`config.mk`:
```
export PLATFORM = sky130hd
export DESIGN_NAME = mrio_store_port_flat
export DESIGN_NICKNAME = d
export VERILOG_FILES = /design/src/rtl/mrio_store_port_if.sv /design/src/rtl/mrio_store_port.sv /design/src/flat_wrapper.sv
export SDC_FILE = /design/constraint.sdc
export NUM_CORES = 1
export LEC_CHECK = 0
export CORE_MARGIN = 2
export CORE_UTILIZATION = 45
export CTS_CLUSTER_DIAMETER = 30
export DETAILED_ROUTE_END_ITERATION = 8
export PLACE_DENSITY = 0.67
export SETUP_SLACK_MARGIN = 0.02
export SLEW_MARGIN = 20
export SYNTH_ARGS = -nofsm -noshare
export SYNTH_HDL_FRONTEND = slang
export SYNTH_SLANG_ARGS = --single-unit
```
`constraint.sdc`:
```
create_clock -name clk -period 2 [get_ports clk]
set_input_delay 0.4 -clock clk [delete_from_list [all_inputs] [get_ports clk]]
set_output_delay 0.4 -clock clk [all_outputs]
set_load 0.01 [all_outputs]
```
`src/rtl/mrio_store_port_if.sv`:
```
// mrio_store_port_if: I/O bus handshake carrying the store FIFO head to the device
interface mrio_store_port_if #(parameter int PORT_W = 4, parameter int DATA_W = 16);
  logic              io_valid;
  logic [PORT_W-1:0] io_port;
  logic [DATA_W-1:0] io_data;
  logic              io_ack;
  modport master(output io_valid, io_port, io_data, input io_ack);
  modport slave(input io_valid, io_port, io_data, output io_ack);
endinterface

```
`src/rtl/mrio_store_port.sv`:
```
// mrio_store_port: queues STO_IO stores in a FIFO and presents them on the I/O bus
module mrio_store_port #(
  parameter int DEPTH  = 4,
  parameter int PORT_W = 4,
  parameter int DATA_W = 16
) (
  input  logic                     clk,
  input  logic                     rst_n,
  input  logic                     sto_io,
  input  logic [15:0]              dst,
  input  logic [DATA_W-1:0]        d,
  output logic                     stall,
  output logic [$clog2(DEPTH):0]   count,
  output logic                     ovf,
  input  logic                     ovf_clr,
  mrio_store_port_if.master        bus
);
  localparam int AW = $clog2(DEPTH);
  localparam int W  = PORT_W + DATA_W;
  typedef enum logic {IDLE, SEND} state_t;
  state_t            state;
  logic [W-1:0]      mem [DEPTH];
  logic [AW-1:0]     wptr, rptr;
  logic [PORT_W-1:0] port_q;
  logic [DATA_W-1:0] data_q;
  logic              valid_q, push, pop;
  logic [AW:0]       count_nx;
  logic [W-1:0]      wr_word, head, nxt_head;
  assign push     = sto_io && !stall;
  assign pop      = valid_q && bus.io_ack;
  assign wr_word  = {dst[PORT_W+2:3], d};
  assign head     = mem[rptr];
  assign nxt_head = mem[rptr + AW'(1)];
  assign count_nx = (push && !pop) ? count + (AW+1)'(1) :
                    (pop && !push) ? count - (AW+1)'(1) : count;
  assign bus.io_valid = valid_q;
  assign bus.io_port  = port_q;
  assign bus.io_data  = data_q;
  always_ff @(posedge clk)
    if (push) mem[wptr] <= wr_word;
  always_ff @(posedge clk or negedge rst_n)
    if (!rst_n) begin
      wptr    <= '0;
      rptr    <= '0;
      count   <= '0;
      stall   <= 1'b0;
      ovf     <= 1'b0;
      state   <= IDLE;
      valid_q <= 1'b0;
      port_q  <= '0;
      data_q  <= '0;
    end else begin
      if (push) wptr <= wptr + AW'(1);
      if (pop) rptr <= rptr + AW'(1);
      count <= count_nx;
      stall <= count_nx == (AW+1)'(DEPTH);
      ovf   <= (sto_io && stall) || (ovf && !ovf_clr);
      // A store landing in an empty FIFO bypasses the memory read so it shows next cycle
      if (state == IDLE) begin
        if (count != '0 || push) begin
          state            <= SEND;
          valid_q          <= 1'b1;
          {port_q, data_q} <= (count != '0) ? head : wr_word;
        end
      end else if (bus.io_ack) begin
        if (count > (AW+1)'(1)) {port_q, data_q} <= nxt_head;
        else begin
          state   <= IDLE;
          valid_q <= 1'b0;
        end
      end
    end
endmodule

```
`src/flat_wrapper.sv`:
```
// flat-port wrapper written by rule: the top's interface ports become plain ports
module mrio_store_port_flat 
#(
  parameter int DEPTH  = 4,
  parameter int PORT_W = 4,
  parameter int DATA_W = 16
)
  (clk, rst_n, sto_io, dst, d, stall, count, ovf, ovf_clr, bus_io_valid, bus_io_port, bus_io_data, bus_io_ack);
  mrio_store_port_if #(.PORT_W(PORT_W), .DATA_W(DATA_W)) bus_i ();
  input  logic clk;
  input  logic rst_n;
  input  logic sto_io;
  input  logic [15:0] dst;
  input  logic [DATA_W-1:0] d;
  output logic stall;
  output logic [$clog2(DEPTH):0] count;
  output logic ovf;
  input  logic ovf_clr;
  output wire logic [$bits(bus_i.io_valid)-1:0] bus_io_valid;
  output wire logic [$bits(bus_i.io_port)-1:0] bus_io_port;
  output wire logic [$bits(bus_i.io_data)-1:0] bus_io_data;
  input wire logic [$bits(bus_i.io_ack)-1:0] bus_io_ack;
  assign bus_io_valid = bus_i.io_valid;
  assign bus_io_port = bus_i.io_port;
  assign bus_io_data = bus_i.io_data;
  assign bus_i.io_ack = bus_io_ack;
  mrio_store_port #(.DEPTH(DEPTH), .PORT_W(PORT_W), .DATA_W(DATA_W)) u_core (.clk(clk), .rst_n(rst_n), .sto_io(sto_io), .dst(dst), .d(d), .stall(stall), .count(count), .ovf(ovf), .ovf_clr(ovf_clr), .bus(bus_i));
endmodule
```
==> impl_metrics.json, run 1 <==
{
  "synth_area_mm2": 0.005125,
  "tns_ps": 0,
  "rsz0062_at_grt": "false",
  "holdWs_ps": 473.8,
  "cp-start-kind": "register",
  "ir_drop_v": 0.0009121,
  "arrival_ps": 2070,
  "core_area_mm2": 0.01098,
  "pwr-share-clk_pct": 18.9,
  "power_mw": 9.510,
  "grtUsageMet1_pct": 21.49,
  "synthArstFlopShare_pct": 27.93,
  "max_cap_violations": 0,
  "powerDensity_mw_per_mm2": 1533,
  "worstSkewPairLatency_ps": 340,
  "routed-via-count": 3093,
  "critPathMaxFanout": 20,
  "clk_path_buf_depth": 2,
  "gp_congestion": 0.7278,
  "fin_skew_ps": 6.785,
  "slowest_delay_ps": 380,
  "synth_area_leader_cell": "edfxtp_1",
  "synth_fp_nets": 417,
  "cp_top_family": "compound AO/OA/AOI/OAI gates",
  "antenna_left": 0,
  "fillers": 905,
  "seq_area_frac_synth_pct": 62.01,
  "grt_use_total_pct": 17.01,
  "dr.pass1.iters": 4,
  "p_leak_nw": 2.344,
  "ys_ff_latch": 111,
  "final_layout_size_suffix_gt1_share_pct": 18.12,
  "p_int_mw": 6.214,
  "synth_flop_cell": "edfxtp_1",
  "hold_path_class": "input port to asynchronous set/reset pin",
  "ys_warn_count": 0,
  "worstPathRequired_ps": 2220,
  "grtUsageMet2_pct": 29.53,
  "fmax_ghz": 0.5394,
  "crit_slowest_cell": "dfrtp_1",
  "switchingPower_mw": 3.296,
  "busiest_layer": "met2",
  "die_area_mm2": 0.01226,
  "crit_chain": "buf_4 -> ha_1 -> o21bai_1 -> a221oi_4 -> buf_12 -> clkbuf_16 -> a21oi_2",
  "min_period_ps": 1854,
  "synth_edf_count": 80,
  "dpl.cell_count": 558,
  "relSlewSlack_pct": 68.17,
  "fin_crit_sh_pct": 92.70,
  "ioPinCount": 63,
  "syn_inst": 372,
  "yosys-top-cells-area": "edfxtp_1 (47%), dfrtp_1 (15%), mux2i_1 (7.8%)",
  "clk_pin_slew_ps": 70,
  "numCtsBuffers": 9,
  "switching_share_pct": 34.66,
  "postCtsSetupRepairBufs": 0,
  "final_cell_mix": "edfxtp_1 (80), clkdlybuf4s50_1 (50), nor2_1 (42)",
  "grt_overflow": 0,
  "grt_start_max_net_pins": 43,
  "num_rows": 38,
  "wire_per_inst_um": 17.88,
  "setup_violations": 0,
  "combPwrFrac_pct": 45.0,
  "worstSetupEndpointType": "register",
  "start_util_pct": 46.66,
  "dp_hpwl_um": 6011,
  "clock_sinks": 111,
  "routed_wl_um": 10300,
  "chipHeight_um": 110.7,
  "ys_types": 38,
  "seqPwrFrac_pct": 36.2,
  "ctsHoldBuffers": 0,
  "grt_antenna_before_repair": 0,
  "worst_slack_ps": 146.0,
  "final-hold-violation-count": 0,
  "grt_pass1_vias": 3116,
  "fp.dieW_um": 110.7,
  "outcome": "completed",
  "synth_area_per_cell_um2": 13.78,
  "cts_resized": 0,
  "h-tree-depth": 3,
  "drc": 0,
  "antennaDiodeCount": 0,
  "cts-root-buf": "clkbuf_16",
  "grt_util_met3_pct": 2.406,
  "area_delta_synth_final_pct": 21.02,
  "final_max_slew_viol_count": 0,
  "path_buf_inv": 3,
  "grt_first_pass_wirelength_um": 16120,
  "viasPerCell": 5.370,
  "layoutNonFillerInstCount": 576,
  "final_nets": 476,
  "drtIter0Drc": 155,
  "place_ws_ps": 77.13,
  "netlist.area_leader.share_pct": 46.88,
  "numPortBuffers": 50,
  "tightest_slew_ps": 477.4,
  "final_common_cell": "edfxtp_1",
  "critical_path_class": "register to register",
  "cts_tree": "done"
}
## registers in the layout (all words and copies together) (netlist names), 2 cells and up
| signal | flops |
|---|---|
| u_core.bus.io_port | 4 |
| u_core.rptr | 2 |
| u_core.wptr | 2 |
| u_core.count | 3 |
| u_core.bus.io_data | 16 |
| u_core.mem | 80 |
## cells in the mapped netlist, types with 2 or more instances
library cell   n
a211oi_1      20
a21oi_1        2
a21oi_2       20
and2_1         5
buf_2          8
buf_4          5
buf_6          6
clkbuf_1       3
dfrtp_1       31
edfxtp_1      80
ha_1           8
inv_1         26
mux2_2        20
mux2i_1       40
nand2_1        5
nand2b_1       3
nand3_1        3
nor2_1        42
nor2b_1        3
o21ai_0        3
o32ai_1       20
xnor2_1        3
## cell families (layout without fill, tap and decap cells)
logic type                 count (synthesis)  count (layout)  share of synthesized area, %
muxes                                     60              60                         12.21
DFF                                      111             111                         62.01
AOI/OAI and AO/OA                         74              74                         11.89
buffers and inverters                     48             112                         4.956
adders and majority gates                  8               8                         1.953
and+or+nand+nor                           67              67                         6.030
xor gates and xnor gates                   4               4                        0.9522
## area by class of cell
type	count	area, µm²	share of cell area [%]
Timing Repair Buffer	70	755.7	12.18
Multi-Input combinational cell	213	1693	27.29
Clock inverter	4	45.04	0.7262
Clock buffer	12	256.5	4.136
Sequential cell	111	3179	51.26
Tap cell	140	175.2	2.824
Inverter	26	97.59	1.574
## power groups by stage
| stage | combinational (mW) | sequential, mW | clock, mW |
|---|---|---|---|
| floorplan | 2.71 | 3.56 | 0 |
| global placement | 4.08 | 3.44 | 0 |
| detailed placement | 4.17 | 3.49 | 0 |
| CTS | 4.18 | 3.45 | 1.82 |
| global route | 4.64 | 3.51 | 1.93 |
| finish | 4.28 | 3.44 | 1.79 |
## per-layer routing
| metal | share of wire, % | wire length (µm) |
|---|---|---|
| met1 | 44 | 4526 |
| met2 | 52 | 5345 |
| met3 | 2.8 | 292 |
| met4 | 1.3 | 132 |
| met5 | 0 | 0 |
## final timing paths
check	end	depth (start not counted)	from	slack, ps
setup reg to reg	u_core.bus.io_data[3]	7	u_core.count[0]	150
setup / recovery	u_core.bus.io_data[3]	7	u_core.count[0]	150
max in group asynchronous	u_core.rptr[1]	2	rst_n	1160
hold reg to reg	u_core.bus.io_data[8]	2	u_core.bus.io_data[8]	520
hold / removal	u_core.wptr[0]	2	rst_n	470
min in group clk	u_core.bus.io_data[8]	2	u_core.bus.io_data[8]	520
## worst register-to-register path, delay by kind of cell, from the launching register on
kind / cells / cell delay, ps
AO/OA/AOI/OAI: 3 / 660
buffers and inverters: 3 / 520
flip-flops: 1 / 380
adder cells (fa/ha/maj): 1 / 180
## through the flow
stage          instance area [µm²]  utilization [%]
2_1_floorplan                 5125                -
3_3_place_gp                  5856            53.32
3_5_place_dp                  5856            53.32
4_1_cts                       6157            56.06
5_1_grt                       6202            56.47
6_report                      6202            56.47
(Power assumes the default switching activity.)
==> run 2, diff against run 1 <==
Settings changed: CORE_UTILIZATION 45 to 56, PLACE_DENSITY 0.67 to 0.8.
==> run 2 against run 1 <==
Compared with the run above:
- sequential power barely moved
- non-clock buffer count is 1 lower
- sequential share of layout area is 1.2 points higher
- global-route usage up 3.7 points
- first-iteration DRC count down 16%
==> impl_metrics.json, run 2 (synthesis gave the netlist of run 1 again) <==
{
  "outcome": "completed",
  "min_period_ps": 1858,
  "fp.dieW_um": 99.67,
  "rsz0062_at_grt": "false",
  "critical_path_class": "register to register",
  "numPortBuffers": 50,
  "routed_wl_um": 9644,
  "cts-root-buf": "clkbuf_8",
  "final_nets": 475,
  "final_max_slew_viol_count": 0,
  "final_common_cell": "edfxtp_1",
  "cp-start-kind": "register",
  "start_util_pct": 58.20,
  "final-hold-violation-count": 0,
  "arrival_ps": 2150,
  "final_cell_mix": "edfxtp_1 (80), clkdlybuf4s50_1 (50), nor2_1 (42)",
  "postCtsSetupRepairBufs": 0,
  "grt_use_total_pct": 20.75,
  "slowest_delay_ps": 390,
  "antennaDiodeCount": 0,
  "area_delta_synth_final_pct": 18.19,
  "worst_slack_ps": 141.8,
  "crit_slowest_cell": "dfrtp_1",
  "numCtsBuffers": 9,
  "grt_antenna_before_repair": 0,
  "core_area_mm2": 0.008806,
  "h-tree-depth": 3,
  "fmax_ghz": 0.5381,
  "worstPathRequired_ps": 2300,
  "crit_chain": "buf_4 -> ha_1 -> o21bai_1 -> a221oi_4 -> buf_12 -> nor2_1 -> a21oi_2",
  "dp_hpwl_um": 6054,
  "power_mw": 9.051,
  "clk_path_buf_depth": 2,
  "worstSetupEndpointType": "register",
  "drtIter0Drc": 130,
  "chipHeight_um": 99.67,
  "holdWs_ps": 429.3,
  "dr.pass1.iters": 4,
  "worstSkewPairLatency_ps": 370,
  "antenna_left": 0,
  "max_cap_violations": 0,
  "cp_top_family": "compound AO/OA/AOI/OAI gates",
  "dpl.cell_count": 527,
  "p_leak_nw": 2.289,
  "largest_register_ffs": 80,
  "clock_sinks": 111,
  "fin_crit_sh_pct": 92.91,
  "viasPerCell": 5.702,
  "path_buf_inv": 2,
  "grt_pass1_vias": 3212,
  "gp_congestion": 0.7954,
  "max_flop_register": "u_core.mem",
  "hold_path_class": "input port to asynchronous set/reset pin",
  "setup_violations": 0,
  "grt_start_max_net_pins": 46,
  "powerDensity_mw_per_mm2": 1494,
  "cts_tree": "done",
  "final_layout_size_suffix_gt1_share_pct": 18.62,
  "fin_skew_ps": 14.93,
  "tightest_slew_ps": 440.9,
  "finish.utilization_pct": 68.78,
  "clk_pin_slew_ps": 110,
  "relSlewSlack_pct": 70.61,
  "tns_ps": 0,
  "postPlaceCellArea_mm2": 0.005823,
  "place_ws_ps": 32.74,
  "critPathMaxFanout": 40,
  "layoutNonFillerInstCount": 543,
  "ir_drop_v": 0.0008506,
  "postLayoutCellArea_mm2": 0.006057,
  "drc": 0,
  "grt_overflow": 0,
  "grt_first_pass_wirelength_um": 15960,
  "ioPinCount": 63,
  "wire_per_inst_um": 17.76,
  "routed-via-count": 3096,
  "die_area_mm2": 0.009933,
  "num_rows": 34
}
[run 2: cell count changes in the layout (fill, tap and decap cells not counted), moves of 2 or more]
cell and delta:
clkbuf_16 -10, clkbuf_8 +7, a211oi_1 -3, a211oi_2 +3
clkinv_2 -2, inv_6 +2
[run 2: repair_timing]
item                                    CTS  global route
gates resized for setup                   0             3
endpoints found under the setup margin    0             3
hold buffers                              0             0
endpoints found under the hold margin     0             0
[run 2: layout make-up]
class,count,area (µm²)
clock inverter,6,91.34
sequential,111,3179
fill,608,2749
inverter,26,97.59
multi-input combinational,213,1708
clock buffer,10,127.6
timing repair buffer,69,718.2
tap,108,135.1
[run 2: worst reg2reg max path: stages, from the launching register on]
cell      delay [ps]
dfrtp_1          390
buf_4            150
ha_1             190
o21bai_1         230
a221oi_4         340
buf_12           280
nor2_1           100
a21oi_2          110
[run 2: worst paths after layout]
check / from / endpoint / slack (ps) / cells past startpoint
min in group clk: u_core.bus.io_data[3] / u_core.bus.io_data[3] / 520 / 2
worst max register to register: u_core.count[0] / u_core.bus.io_data[14] / 140 / 7
worst min-delay path: rst_n / u_core.bus.io_data[9] / 430 / 2
worst max-delay path: u_core.count[0] / u_core.bus.io_data[14] / 140 / 7
max in group asynchronous: rst_n / u_core.rptr[1] / 1230 / 2
worst min register to register: u_core.bus.io_data[3] / u_core.bus.io_data[3] / 520 / 2
[run 2: routing by layer]
metal	GRT usage [%]	up-vias	part of all wire (%)
met1	25.69	1532	42
met3	4.076	11	3.2
met5	0	-	0
li1	-	1498	-
met2	37.53	55	54
met4	5.058	0	1.1
[run 2: power by group]
part	internal (mW)	switching (mW)	total (mW)
logic	1.99	2.18	4.17
clock network	0.716	0.750	1.47
registers	3.13	0.287	3.42
total	5.83	3.22	9.05
